[config.mk]
export PLATFORM = sky130hd
export DESIGN_NAME = stub_page_buffer
export DESIGN_NICKNAME = d
export VERILOG_FILES = /design/src/rtl/stub_page_buffer.sv
export SDC_FILE = /design/constraint.sdc
export NUM_CORES = 2
export LEC_CHECK = 0
export CAP_MARGIN = 5
export CORE_MARGIN = 1
export CORE_UTILIZATION = 49
export DETAILED_ROUTE_END_ITERATION = 6
export PLACE_DENSITY = 0.7
export SETUP_SLACK_MARGIN = 0.3
export SLEW_MARGIN = 10
export SYNTH_ARGS = -nofsm -noshare
export SYNTH_HDL_FRONTEND = slang
export SYNTH_MEMORY_MAX_BITS = 65536
export SYNTH_SLANG_ARGS = --single-unit
export TNS_END_PERCENT = 100
[constraint.sdc]
create_clock -name clk -period 3.4 [get_ports clk]
set_input_delay 0.34 -clock clk [delete_from_list [all_inputs] [get_ports clk]]
set_output_delay 0.34 -clock clk [all_outputs]
set_load 0.01 [all_outputs]
[src/rtl/stub_page_buffer.sv]
`default_nettype none
// ============================================================================
// Module   : stub_page_buffer
// Purpose  : Paged stub memory, one page per BX, saturating per-page counts.
// Revision : 1.0
// ============================================================================
module stub_page_buffer #(
   parameter int DATA_WIDTH = 36,
   parameter int ADDR_BITS  = 6,
   parameter int PAGE_BITS  = 1,
   parameter int DONE_DELAY = 6
) (
   input  logic                  clk,
   input  logic                  reset,
   input  logic [1:0]            start,
   output logic [1:0]            done,
   input  logic [DATA_WIDTH-1:0] data_in,
   input  logic                  enable,
   input  logic [PAGE_BITS-1:0]  read_page,
   input  logic [ADDR_BITS-1:0]  read_add,
   output logic [DATA_WIDTH-1:0] data_out,
   output logic [ADDR_BITS:0]    number_out,
   output logic                  overflow_out,
   output logic [PAGE_BITS-1:0]  wr_page_out
);

   localparam int                   c_NPAGES    = 2**PAGE_BITS;
   localparam int                   c_MEM_WORDS = 2**(PAGE_BITS+ADDR_BITS);
   localparam logic [PAGE_BITS-1:0] c_LAST_PAGE = '1;

   logic [DATA_WIDTH-1:0]          r_data_d1;
   logic                           r_enable_d1;
   logic [PAGE_BITS-1:0]           r_wr_page;
   logic [ADDR_BITS:0]             r_count [c_NPAGES];
   logic                           r_ovf   [c_NPAGES];
   logic [DATA_WIDTH-1:0]          r_mem   [c_MEM_WORDS];
   logic [DATA_WIDTH-1:0]          r_ram_q;
   logic [DATA_WIDTH-1:0]          r_data_out;
   logic [ADDR_BITS:0]             r_number_out;
   logic                           r_overflow_out;
   logic [1:0]                     r_done_pipe [DONE_DELAY];

   logic                           w_clear;
   logic                           w_write;
   logic                           w_has_room;
   logic                           w_mem_we;
   logic [ADDR_BITS:0]             w_wr_count;
   logic [PAGE_BITS-1:0]           w_next_page;
   logic [PAGE_BITS+ADDR_BITS-1:0] w_wr_addr;
   logic [PAGE_BITS+ADDR_BITS-1:0] w_rd_addr;

   assign w_clear     = reset | start[1];
   assign w_write     = r_enable_d1 & ~w_clear & ~start[0];
   assign w_wr_count  = r_count[r_wr_page];
   // Counts never exceed DEPTH, so the MSB alone flags a full page.
   assign w_has_room  = ~w_wr_count[ADDR_BITS];
   assign w_mem_we    = w_write & w_has_room;
   assign w_next_page = r_wr_page + PAGE_BITS'(1);
   assign w_wr_addr   = {r_wr_page, w_wr_count[ADDR_BITS-1:0]};
   assign w_rd_addr   = {read_page, read_add};

   always_ff @(posedge clk) begin
      if (reset) begin
         r_data_d1   <= '0;
         r_enable_d1 <= 1'b0;
      end else begin
         r_data_d1   <= data_in;
         r_enable_d1 <= enable;
      end
   end

   always_ff @(posedge clk) begin
      if (w_clear) begin
         r_wr_page <= c_LAST_PAGE;
         for (int p = 0; p < c_NPAGES; p++) begin
            r_count[p] <= '0;
            r_ovf[p]   <= 1'b0;
         end
      end else if (start[0]) begin
         r_wr_page            <= w_next_page;
         r_count[w_next_page] <= '0;
         r_ovf[w_next_page]   <= 1'b0;
      end else if (w_write) begin
         if (w_has_room) begin
            r_count[r_wr_page] <= w_wr_count + (ADDR_BITS+1)'(1);
         end else begin
            r_ovf[r_wr_page] <= 1'b1;
         end
      end
   end

   always_ff @(posedge clk) begin
      if (w_mem_we) begin
         r_mem[w_wr_addr] <= r_data_d1;
      end
   end

   always_ff @(posedge clk) begin
      if (w_clear) begin
         r_ram_q        <= '0;
         r_data_out     <= '0;
         r_number_out   <= '0;
         r_overflow_out <= 1'b0;
      end else begin
         r_ram_q        <= r_mem[w_rd_addr];
         r_data_out     <= r_ram_q;
         r_number_out   <= r_count[read_page];
         r_overflow_out <= r_ovf[read_page];
      end
   end

   // Only a true reset flushes the latency line; start[1] travels through it.
   always_ff @(posedge clk) begin
      if (reset) begin
         for (int i = 0; i < DONE_DELAY; i++) begin
            r_done_pipe[i] <= 2'b00;
         end
      end else begin
         r_done_pipe[0] <= start;
         for (int i = 1; i < DONE_DELAY; i++) begin
            r_done_pipe[i] <= r_done_pipe[i-1];
         end
      end
   end

   assign done         = r_done_pipe[DONE_DELAY-1];
   assign data_out     = r_data_out;
   assign number_out   = r_number_out;
   assign overflow_out = r_overflow_out;
   assign wr_page_out  = r_wr_page;

endmodule
`default_nettype wire

==> summary by stage <==
Timing
The final hold violation count is 0. The number of setup violations in the final report is 0. The post-route minimum period is ~3.0 ns. The actual transition at the worst max-transition pin is 1.30 ns. The upper clock frequency limit is around 340 MHz. Measured against its own limit, the worst slew margin works out to 0.136.

Setup repair after global routing left no endpoint under its margin. The fraction of the cycle the final worst path needs is 0.876. The clock arrives with 0.0856 ns of skew. The final total negative setup slack is 0 ns. The count of pins over their slew limit is 0.

Detailed routing
The post-detailed-route count of antenna-violating nets is 0. Across all layers, the routed design uses 98,900 vias. Dividing the detail-routed via count by the number of cells gives 6.42. The per-cell routed wire length is ~36 um. The iteration count of the initial detailed-routing pass is 5.

The first routing iteration left between 10,000 and 15,000 violations. The number of design rule violations left after detail routing is 0. The final wirelength is between 500 and 600 mm.

Synth
Summed over all instances, the cell type with the most area after synthesis is sky130_fd_sc_hd__edfxtp_1. By instance count, the leading cell after synthesis is sky130_fd_sc_hd__edfxtp_1. Of the post-synthesis cell area, the dominant cell type holds 0.765. The fraction of registers with async set/reset is 0. After synthesis the cells add up to 182,000 um2. When the netlist entered floorplanning its net count stood at approximately 9,100. In the synthesized netlist, the cells that appear most often are sky130_fd_sc_hd__edfxtp_1, sky130_fd_sc_hd__mux2i_1, sky130_fd_sc_hd__a22oi_1, sky130_fd_sc_hd__mux4_2, sky130_fd_sc_hd__nor2_1. The synthesized netlist contains 52 unique library cells. In this run, synthesis inferred between 4,000 and 5,000 flip-flops with an integrated enable. The synthesized netlist cell count is between 9,000 and 10,000.

The number of synthesis warnings is 0. Of the synthesized area, sequential elements account for 0.779. By area the synthesized netlist is led by sky130_fd_sc_hd__edfxtp_1, sky130_fd_sc_hd__mux4_2, sky130_fd_sc_hd__mux2i_1. The dominant register cell in the synthesized netlist is sky130_fd_sc_hd__edfxtp_1.

The number of synthesized register bits is approximately 4,800. Each instance of the synthesized netlist takes up on average ~20 um2.

Hold path
The worst min-delay path startpoint is start[0]. The tightest min-delay check is of the input port to flip-flop type.

Power and ir drop
The share of total power in combinational logic is 0.052. For this design the static power due to leakage is 0.0701 uW. The analysis attributes to net switching a power of approximately 26,000 uW. The share of total power dissipated in sequential elements is 0.542. The clock network fraction of design power is 0.407.

The total power divided by cell area is around 560 nW/um2. Internal power comes to ~94,000 uW. The maximum VDD drop is roughly 0.53 mV. Of the total power, the share spent switching nets is 0.218.

Finish
The share of layout cells above drive strength 1 is 0.220. The number of filler cells placed in the layout is around 27,000. Compared with the post-synthesis result, the final layout area differs by 17.0%. The number of nets in the final layout is between 10,000 and 15,000. Summing all non-filler instances in the final layout gives an area of approximately 210,000 um2.

Clocking
No sink is reached through more buffers than the 4 on the longest clock path. The clock transition at the register clock pins on the worst setup and hold paths after CTS is roughly 0.060 ns. The maximum level of the CTS H-tree is 5. The later-pin clock latency in the skew report is 1.02 ns. The TritonCTS sink count is between 4,000 and 5,000. TritonCTS built the clock tree. CTS placed an instance of sky130_fd_sc_hd__clkbuf_16 at the clock tree root. The CTS buffer count is approximately 450.

Setup path
The critical path arrival is 3.68 ns. The startpoint-to-endpoint class of the critical path is flip-flop to flip-flop. The worst setup path is captured at a flip-flop. In this run the worst path has a maximum fanout of 13. The startpoint kind of the worst setup timing path is a flip-flop. The data required time at the worst endpoint is ~4.1 ns.

Global route
The remaining global-route overflow is 0. The first global-routing pass estimated 756 mm of wire. The global routing met3 resource utilization is 0.0782.

For met2 alone, demand over resource in global routing was 0.445. The via count of the first global-routing pass is 96,600. The overall global routing resource usage is 0.291.

met2 is the most crowded layer. The largest net degree at the start of global routing is 97. The routing usage on met1 is 0.375. The number of antenna violations at the first check in global routing is 52.

Outcome
The flow ran to the end, and the final reports show no timing, DRC or antenna violations.

Floorplan
The die covers roughly 370,000 um2. The height of the chip is 611 um. In this run the horizontal extent of the chip is 611 um. The placeable core area is roughly 370,000 um2. During I/O placement, the number of pins put on the boundary was 95. For this configuration, the core starts out at a cell density of 0.492. The initialized floorplan defines 223 standard-cell rows.

Placement
After detailed placement, the total cell area comes to roughly 200,000 um2. The number of I/O port buffers is 94. The congestion estimate from routability-driven global placement came to roughly 0.98. The HPWL after detailed placement is about 340 mm.

Job
The tool flagged a number of max-cap violations equal to 0.
power by group through the flow:
stage	logic [uW]	clock network (uW)	registers, uW
final	6180	48800	64900
after global routing	6320	51300	64900
after CTS	6060	49000	64900
after detailed placement	5990	0	66200
after global placement	5890	0	66100
after floorplan	2860	0	66100
area by class of cell:
type,instances,area [um2],area share
clock buffers,581,12000,0.0564
repair buffers,1074,12000,0.0567
flip-flops and latches,4755,142000,0.666
diodes,20,50.0,0.000235
inverters,9,36.3,0.000171
well taps,4950,6190,0.0291
multi-input cells,3777,38400,0.181
clock inverters,251,2250,0.0106
cell families (layout without fill, tap and decap cells):
kind of cell             Yosys count  count (layout)  synth area share
XOR/XNOR                           4               4          0.000193
other                              0              20                 0
flip-flops                      4755            4755             0.779
AO/OA/AOI/OAI                   1164            1164            0.0470
multiplexers                    1792            1792             0.138
AND/OR/NAND/NOR                  816             816            0.0205
buffers and inverters            541            1915            0.0155
adder cells (fa/ha/maj)            1               1         0.0000689
through the flow:
stage	std cells	setup WS, ns	power (uW)	utilization	hold WS, ns
global placement	14500	-0.153	72000	0.536	0.429
CTS	15400	0.306	120000	0.576	0.103
detailed placement	14500	-0.179	72100	0.536	0.433
finish	15400	0.421	120000	0.576	0.156
floorplan	9073	-0.197	68900	-	0.406
global route	15400	0.334	123000	0.576	0.151
repair_timing:
item	4_1_cts	5_1_grt
resized for setup	0	2
buffers inserted	0	0
hold endpoints to repair	48	0
endpoints found under the setup margin	0	564
hold buffers	65	0
metal layers:
metal	part of all wire	wire, um
met3	0.12	67600
met2	0.45	250000
met5	0.0015	804
met4	0.070	38800
met1	0.35	194000
flip-flops by register name, summed over array words and instances, names as in the netlist, named ones only:
signal / flops
r_mem: 4608
data_out: 36
r_data_d1: 36
r_ram_q: 36
r_count: 14
r_done_pipe: 12
number_out: 7
r_ovf: 2
overflow_out: 1
r_enable_d1: 1
wr_page_out: 1
final timing paths:
kind,endpoint,slack (ns),cells after the start
hold / removal,flip-flop,0.16,3
setup / recovery,r_mem[83][23],0.42,6
hold reg to reg,r_done_pipe[1][0],0.46,1
setup reg to reg,r_mem[83][23],0.42,6
critical path, cell delays in order (launching register included):
cell and delay, ns:
sky130_fd_sc_hd__dfxtp_1 0.48, sky130_fd_sc_hd__mux2i_2 0.49, sky130_fd_sc_hd__nand3_1 0.33, sky130_fd_sc_hd__or3_2 0.56
sky130_fd_sc_hd__buf_12 0.25, sky130_fd_sc_hd__nor2_4 0.25, sky130_fd_sc_hd__buf_4 0.32
cell usage in the layout, fill, tap and decap left out, types with 64 or more instances in the layout:
master	n
sky130_fd_sc_hd__clkdlybuf4s50_1	88
sky130_fd_sc_hd__a221oi_1	99
sky130_fd_sc_hd__dlygate4sd3_1	65
sky130_fd_sc_hd__mux2i_1	1223
sky130_fd_sc_hd__edfxtp_1	4624
sky130_fd_sc_hd__buf_4	632
sky130_fd_sc_hd__nor2_1	162
sky130_fd_sc_hd__dfxtp_1	95
sky130_fd_sc_hd__nor2_4	132
sky130_fd_sc_hd__nand2_1	161
sky130_fd_sc_hd__clkinv_2	85
sky130_fd_sc_hd__a22o_1	69
sky130_fd_sc_hd__nand3_1	164
sky130_fd_sc_hd__clkinv_1	100
sky130_fd_sc_hd__mux4_2	565
sky130_fd_sc_hd__a22oi_1	629
sky130_fd_sc_hd__clkbuf_1	116
sky130_fd_sc_hd__clkbuf_16	457
sky130_fd_sc_hd__o21ai_0	64
sky130_fd_sc_hd__buf_12	285
sky130_fd_sc_hd__a21oi_1	143
(Power assumes the default switching activity.)
